### src/rtl/ttfs_event_scheduler_pkg.sv
// Shared types and defaults for the TTFS event scheduler.
//   sched_state_e : scheduler FSM states
//   sweep_phase_e : per-neuron sweep phase (read/integrate, then write-back)
package ttfs_event_scheduler_pkg;

  localparam int N_DEF = 256;
  localparam int M_DEF = 8;

  typedef enum logic [2:0] {
    S_IDLE,
    S_WAIT,
    S_POP,
    S_LATCH,
    S_SWEEP,
    S_TREF,
    S_DONE
  } sched_state_e;

  typedef enum logic {
    PH_READ,
    PH_WRITE
  } sweep_phase_e;

endpackage

### src/rtl/ttfs_event_scheduler_sweep.sv
// Neuron sweep counter: walks idx 0..limit, two phases per neuron.
//   CLK, RSTN : clock, async active-low reset
//   clear_i   : return to idx 0 / PH_READ (abort)
//   load_i    : start a new sweep, captures limit_i
//   step_i    : advance one phase
//   limit_i   : last index of the sweep (inclusive)
//   idx_o     : current neuron index
//   phase_o   : current phase
//   last_o    : write-back phase of the last neuron
module neuron_sweep_counter
  import ttfs_event_scheduler_pkg::*;
#(
  parameter int M = M_DEF
) (
  input  logic         CLK,
  input  logic         RSTN,
  input  logic         clear_i,
  input  logic         load_i,
  input  logic         step_i,
  input  logic [M-1:0] limit_i,
  output logic [M-1:0] idx_o,
  output sweep_phase_e phase_o,
  output logic         last_o
);

  logic [M-1:0] limit;

  assign last_o = (idx_o == limit) && (phase_o == PH_WRITE);

  always_ff @(posedge CLK or negedge RSTN) begin
    if (!RSTN) begin
      idx_o   <= '0;
      phase_o <= PH_READ;
      limit   <= '0;
    end else if (clear_i) begin
      idx_o   <= '0;
      phase_o <= PH_READ;
    end else if (load_i) begin
      idx_o   <= '0;
      phase_o <= PH_READ;
      limit   <= limit_i;
    end else if (step_i) begin
      if (phase_o == PH_READ) begin
        phase_o <= PH_WRITE;
      end else begin
        phase_o <= PH_READ;
        // Hold idx on the last neuron so a full-range sweep never wraps to 0.
        if (!last_o) idx_o <= idx_o + 1'b1;
      end
    end
  end

endmodule

### src/rtl/ttfs_event_scheduler.sv
// TTFS event scheduler: pops AER events and sweeps all neurons per event
// (read then write-back phase), then runs one refractory sweep per tick.
//   CLK, RSTN         : clock, async active-low reset
//   start_i, abort_i  : begin inference / return to IDLE (abort wins)
//   max_neuron_i      : last neuron swept (inclusive), sampled at sweep start
//   fifo_*            : event FIFO pop interface (data valid cycle after pop)
//   spikecore_done_i  : spike core finished this tick
//   inference_done_i  : stop inference (checked only between sweeps)
//   count_o           : source event address of the current sweep
//   neuron_idx_o      : neuron being updated
//   neuron_event_o/neuron_write_o/neuron_tref_o/charge_enable_o : datapath strobes
//   tick_done_o, finished_o : one-cycle completion pulses
//   busy_o, evt_cnt_o : not idle / saturating events-this-tick count
module ttfs_event_scheduler
  import ttfs_event_scheduler_pkg::*;
#(
  parameter int N          = N_DEF,
  parameter int M          = M_DEF,
  parameter int INPUT_RESO = 8,
  parameter int EVT_CNT_W  = 16
) (
  input  logic                 CLK,
  input  logic                 RSTN,
  input  logic                 start_i,
  input  logic                 abort_i,
  input  logic [M-1:0]         max_neuron_i,
  output logic                 fifo_r_en_o,
  input  logic [M-1:0]         fifo_r_data_i,
  input  logic                 fifo_empty_i,
  input  logic                 spikecore_done_i,
  input  logic                 inference_done_i,
  output logic [M-1:0]         count_o,
  output logic [M-1:0]         neuron_idx_o,
  output logic                 neuron_event_o,
  output logic                 neuron_write_o,
  output logic                 neuron_tref_o,
  output logic                 charge_enable_o,
  output logic                 tick_done_o,
  output logic                 finished_o,
  output logic                 busy_o,
  output logic [EVT_CNT_W-1:0] evt_cnt_o
);

  localparam logic [M-1:0] LAST_IDX = M'(N - 1);

  sched_state_e state, state_n;
  sweep_phase_e cnt_phase;
  logic         cnt_load, cnt_step, cnt_last;
  logic         tick_n, fin_n;
  logic [M-1:0] sweep_limit;

  // Never sweep past the physical neuron array.
  assign sweep_limit = (max_neuron_i > LAST_IDX) ? LAST_IDX : max_neuron_i;

  neuron_sweep_counter #(.M(M)) u_sweep (
    .CLK     (CLK),
    .RSTN    (RSTN),
    .clear_i (abort_i),
    .load_i  (cnt_load),
    .step_i  (cnt_step),
    .limit_i (sweep_limit),
    .idx_o   (neuron_idx_o),
    .phase_o (cnt_phase),
    .last_o  (cnt_last)
  );

  always_comb begin
    state_n  = state;
    cnt_load = 1'b0;
    cnt_step = 1'b0;
    tick_n   = 1'b0;
    fin_n    = 1'b0;
    if (abort_i) begin
      state_n = S_IDLE;
    end else begin
      case (state)
        S_IDLE:  if (start_i) state_n = S_WAIT;
        S_WAIT: begin
          // Queued events are drained before the refractory sweep.
          if (inference_done_i) begin
            state_n = S_IDLE;
            fin_n   = 1'b1;
          end else if (!fifo_empty_i) begin
            state_n = S_POP;
          end else if (spikecore_done_i) begin
            state_n  = S_TREF;
            cnt_load = 1'b1;
          end
        end
        S_POP:   state_n = S_LATCH;
        S_LATCH: begin
          state_n  = S_SWEEP;
          cnt_load = 1'b1;
        end
        S_SWEEP: begin
          cnt_step = 1'b1;
          if (cnt_last) state_n = S_WAIT;
        end
        S_TREF: begin
          cnt_step = 1'b1;
          if (cnt_last) state_n = S_DONE;
        end
        S_DONE: begin
          // Stopping inference takes precedence over reporting the tick.
          if (inference_done_i) begin
            state_n = S_IDLE;
            fin_n   = 1'b1;
          end else begin
            state_n = S_WAIT;
            tick_n  = 1'b1;
          end
        end
        default: state_n = S_IDLE;
      endcase
    end
  end

  always_ff @(posedge CLK or negedge RSTN) begin
    if (!RSTN) begin
      state       <= S_IDLE;
      tick_done_o <= 1'b0;
      finished_o  <= 1'b0;
      count_o     <= '0;
      evt_cnt_o   <= '0;
    end else begin
      state       <= state_n;
      tick_done_o <= tick_n;
      finished_o  <= fin_n;
      if (state == S_LATCH && !abort_i) begin
        count_o <= fifo_r_data_i;
        if (evt_cnt_o != '1) evt_cnt_o <= evt_cnt_o + EVT_CNT_W'(1);
      end
      if (state == S_DONE) evt_cnt_o <= '0;
    end
  end

  // Strobes decode registered state only; no input reaches them combinationally.
  assign fifo_r_en_o     = (state == S_POP);
  assign neuron_event_o  = (state == S_SWEEP || state == S_TREF) && (cnt_phase == PH_READ);
  assign neuron_write_o  = (state == S_SWEEP || state == S_TREF) && (cnt_phase == PH_WRITE);
  assign neuron_tref_o   = (state == S_TREF);
  assign charge_enable_o = (state == S_SWEEP);
  assign busy_o          = (state != S_IDLE);

endmodule

### config.mk
export PLATFORM = sky130hd
export DESIGN_NAME = ttfs_event_scheduler
export DESIGN_NICKNAME = d
export VERILOG_FILES = /design/src/rtl/ttfs_event_scheduler_pkg.sv /design/src/rtl/ttfs_event_scheduler_sweep.sv /design/src/rtl/ttfs_event_scheduler.sv
export SDC_FILE = /design/constraint.sdc
export NUM_CORES = 1
export LEC_CHECK = 0
export BUFFER_PORTS_ARGS = -buffer_cell sky130_fd_sc_hd__buf_2
export CAP_MARGIN = 40
export CORE_MARGIN = 2
export CORE_UTILIZATION = 56
export DETAILED_ROUTE_END_ITERATION = 8
export GPL_TIMING_DRIVEN = 0
export PLACE_DENSITY = 0.84
export SLEW_MARGIN = 10
export SYNTH_ARGS = -nofsm -noshare
export SYNTH_HDL_FRONTEND = slang
export SYNTH_SLANG_ARGS = --single-unit
### constraint.sdc
create_clock -name CLK -period 4.5 [get_ports CLK]
set_clock_uncertainty 0.15 [all_clocks]
set_input_delay 0.675 -clock CLK [delete_from_list [all_inputs] [get_ports CLK]]
set_output_delay 0.675 -clock CLK [all_outputs]
set_load 0.1 [all_outputs]
==> summary.md <==
| Metric | Value |
|---|---|
| FFs w/ async S/R, synth | `1.000` |
| Final Cell Area | `2874 um2` |
| Placed cell areas | `about 2800 um2` |
| Post-route ant nets | `0` |
| H-tree levels | `2` |
| Total number of placement rows | `23` |
| Slew @ Worst Pin | `about 700 ps` |
| CORE AREA | `~4000 um2` |
| Syn Area/Cell | `9.849 um2` |
| Nature of the critical path startpoint | `register` |
| Max cap viols | `0` |
| Sequential-to-total area share from yosys stat | `0.4850` |
| Clock sinks | `46` |
| Post-CTS Resized | `0` |
| Post-synth top area cell | `dfrtp_1` |
| RSZ-0062 raised after global routing | `false` |
| Placed cell count | `between 300 and 400` |
| Reg-to-reg endpoint | `evt_cnt_o[2]$_DFFE_PN0P_` |
| Largest net degree at the start of global routing | `29` |
| Die W | `69.11 um` |
| Ant. Diodes | `0` |
| Clock tree buffer depth | `2` |
| Critical path data required time | `roughly 3700 ps` |
| Max-slew headroom | `0.5298` |
| R2R depth | `5` |
| Fin. max-slew vios | `0` |
| Final hold slack | `167.3 ps` |
| Post-DP HPWL | `3684 um` |
| Root Driver | `clkbuf_8` |
| Crit path capture type | `output port` |
| Number of synthesized register bits | `between 40 and 50` |
| Crit share post-route | `0.5793` |
| First-pass detailed-route iteration total | `4` |
| Setup Crit Path Kind | `register to output port` |
| Initial antenna violation count | `0` |
| Final setup margin | `1893 ps` |
| Final min period | `2607 ps` |
| TritonCTS clock tree | `done` |
| Initial Util | `0.5891` |
| All-layer global routing usage | `0.2173` |
| Layout area overhead | `21.09%` |
| Non-filler cells, final | `361` |
| Main synth FF type | `dfrtp_1` |
| Final setup fails | `0` |
| I/O pin cnt | `between 60 and 70` |
| Vias post-DR | `~2000` |
| Crit path max fanout | `10` |
| Number of remaining DRC errors | `0` |
| Syn nets | `between 200 and 300` |
| Via density | `about 5.6` |
| Mapped Cells | `241` |
| Worst-Skew Late Latency | `290 ps` |
| Static Leak | `1.394 nW` |
| DR iter-0 viols | `178` |
| Nets | `335` |
| Share of the synthesized area in the top cell type | `0.4850` |
| Die outline area | `4776 um2` |
| Post-route setup TNS | `0 ps` |
| Final Hold Fails | `0` |
| Vias in the first global route | `1939` |
| Overflow after GRT | `0` |
| Post-CTS setup buffers | `0` |
| Synth cell types | `44` |
| Share of layout cells above drive strength 1 | `0.2926` |
| Hold Crit Class | `input port to asynchronous set/reset pin` |
| Synthesized area | `approximately 2400 um2` |
| Clock transition at path regs | `90 ps` |
| CTS Buf Count | `5` |
| Global-route wire length before repair | `8804 um` |
| GP Congestion | `0.9085` |
| CTS Hold Buffers Added | `0` |
| Ys Warns | `0` |
| WL/cell | `~13 um` |
| Slack of the worst reg-to-reg path | `2290 ps` |
| Die H | `69.11 um` |
| Final wirelength | `4857 um` |
| P per Cell Area | `roughly 530 nW/um2` |
| Status | `finished clean` |
| Post-synth EDFFs | `0` |
| Crit. Startpoint | `state[0]$_DFFE_PN0P_` |
| CP arrival | `roughly 1800 ps` |
| Worst IR Drop VDD | `~0.00028 V` |
| DP Worst Slack | `2168 ps` |
| F_max | `between 300 and 400 MHz` |
| Reg-to-reg startpoint | `evt_cnt_o[0]$_DFFE_PN0P_` |
| Largest cells by area after synthesis | `dfrtp_1 (48%), xnor2_1 (5.9%), nand2_1 (5.9%)` |
| Port bufs | `61` |
==> how the worst max path moves through the flow <==
stage,endpoint,slack (ps),cells past startpoint
floorplan,fifo_r_en_o,860,3
global placement,evt_cnt_o[15]$_DFFE_PN0P_,2190,6
detailed placement,evt_cnt_o[6]$_DFFE_PN0P_,2170,7
CTS,fifo_r_en_o,1880,4
global route,fifo_r_en_o,1730,4
finish,fifo_r_en_o,1890,4
==> power by group <==
part	internal, mW	leakage (nW)	switching, mW	total (mW)
clock	0.167	0.0585	0.140	0.306
combinational	0.144	0.717	0.515	0.659
sequential	0.497	0.618	0.0571	0.554
total	0.807	1.39	0.712	1.52
==> cell usage after synthesis (2+ instances only) <==
library cell	count
dfrtp_1	46
xor2_1	9
nand2_1	37
nor4_2	2
nor3b_1	3
nand4_1	8
buf_2	4
nor3_1	10
or3_1	3
o21ai_0	5
ha_1	2
and2_1	2
nor2_1	28
mux2i_1	2
clkbuf_1	4
a21oi_1	10
a31oi_1	4
nor4_1	5
o21bai_1	2
inv_1	3
nand3_1	4
nand2b_1	3
xnor2_1	16
mux2_2	8
a211oi_1	2
==> through the flow <==
stage               power (mW)    util
floorplan                1.106       -
global placement         1.208  0.6804
detailed placement       1.225  0.6854
CTS                      1.532  0.7134
global route             1.599  0.7134
finish                   1.519  0.7134
==> metal layers <==
metal / GRT usage / part of all wire / vias up
li1: - / - / 979
met1: 0.2998 / 0.44 / 952
met2: 0.3590 / 0.49 / 72
met3: 0.04240 / 0.060 / 6
met4: 0.04575 / 0.0095 / 0
met5: 0 / 0 / -
==> area by class of cell <==
cell class | instances | area [um2]
fill | 312 | 1155
inverter | 3 | 11.26
sequential | 46 | 1151
tap | 50 | 62.56
multi-input combinational | 184 | 1176
clock buffer | 5 | 68.82
timing repair buffer | 62 | 325.3
buffer | 8 | 35.03
clock inverter | 3 | 43.79
==> registers in the layout, summed over array words and instances, names as in the netlist <==
name / flops
u_sweep.idx_o: 8
evt_cnt_o: 16
finished_o: 1
tick_done_o: 1
u_sweep.limit: 8
count_o: 8
state: 3
u_sweep.phase_o: 1
==> placed cells by master (no fill, tap or decap), types with 2 or more instances in the layout <==
cell / instances
nand4_1: 8
nor4_2: 2
nand2b_1: 3
clkbuf_1: 4
nand2_1: 37
xnor2_1: 16
inv_1: 3
o21bai_1: 2
a211oi_1: 2
nor2_1: 28
nor4_1: 5
dfrtp_1: 46
mux2_2: 8
clkbuf_8: 5
nor3b_1: 3
o21ai_0: 5
a21oi_1: 10
nor3_1: 10
mux2i_1: 2
ha_1: 2
or3_1: 3
a31oi_1: 4
xor2_1: 9
nand3_1: 4
and2_1: 2
buf_2: 65
==> worst max-delay path, stage by stage (launching register included) <==
cell and delay (ps):
dfrtp_1 360, buf_2 170, clkbuf_1 220, nor3_1 270
buf_2 470
==> cells by family (layout without fill, tap and decap cells) <==
family | Yosys count | after routing | synth area share
AO/OA/AOI/OAI | 30 | 30 | 0.08118
XOR/XNOR | 25 | 25 | 0.09225
adder cells (fa/ha/maj) | 2 | 2 | 0.01054
buffers and inverters | 11 | 81 | 0.01950
flip-flops | 46 | 46 | 0.4850
multiplexers | 11 | 11 | 0.05113
AND/OR/NAND/NOR | 116 | 116 | 0.2604
No activity file was read; power rests on OpenSTA's default activity.
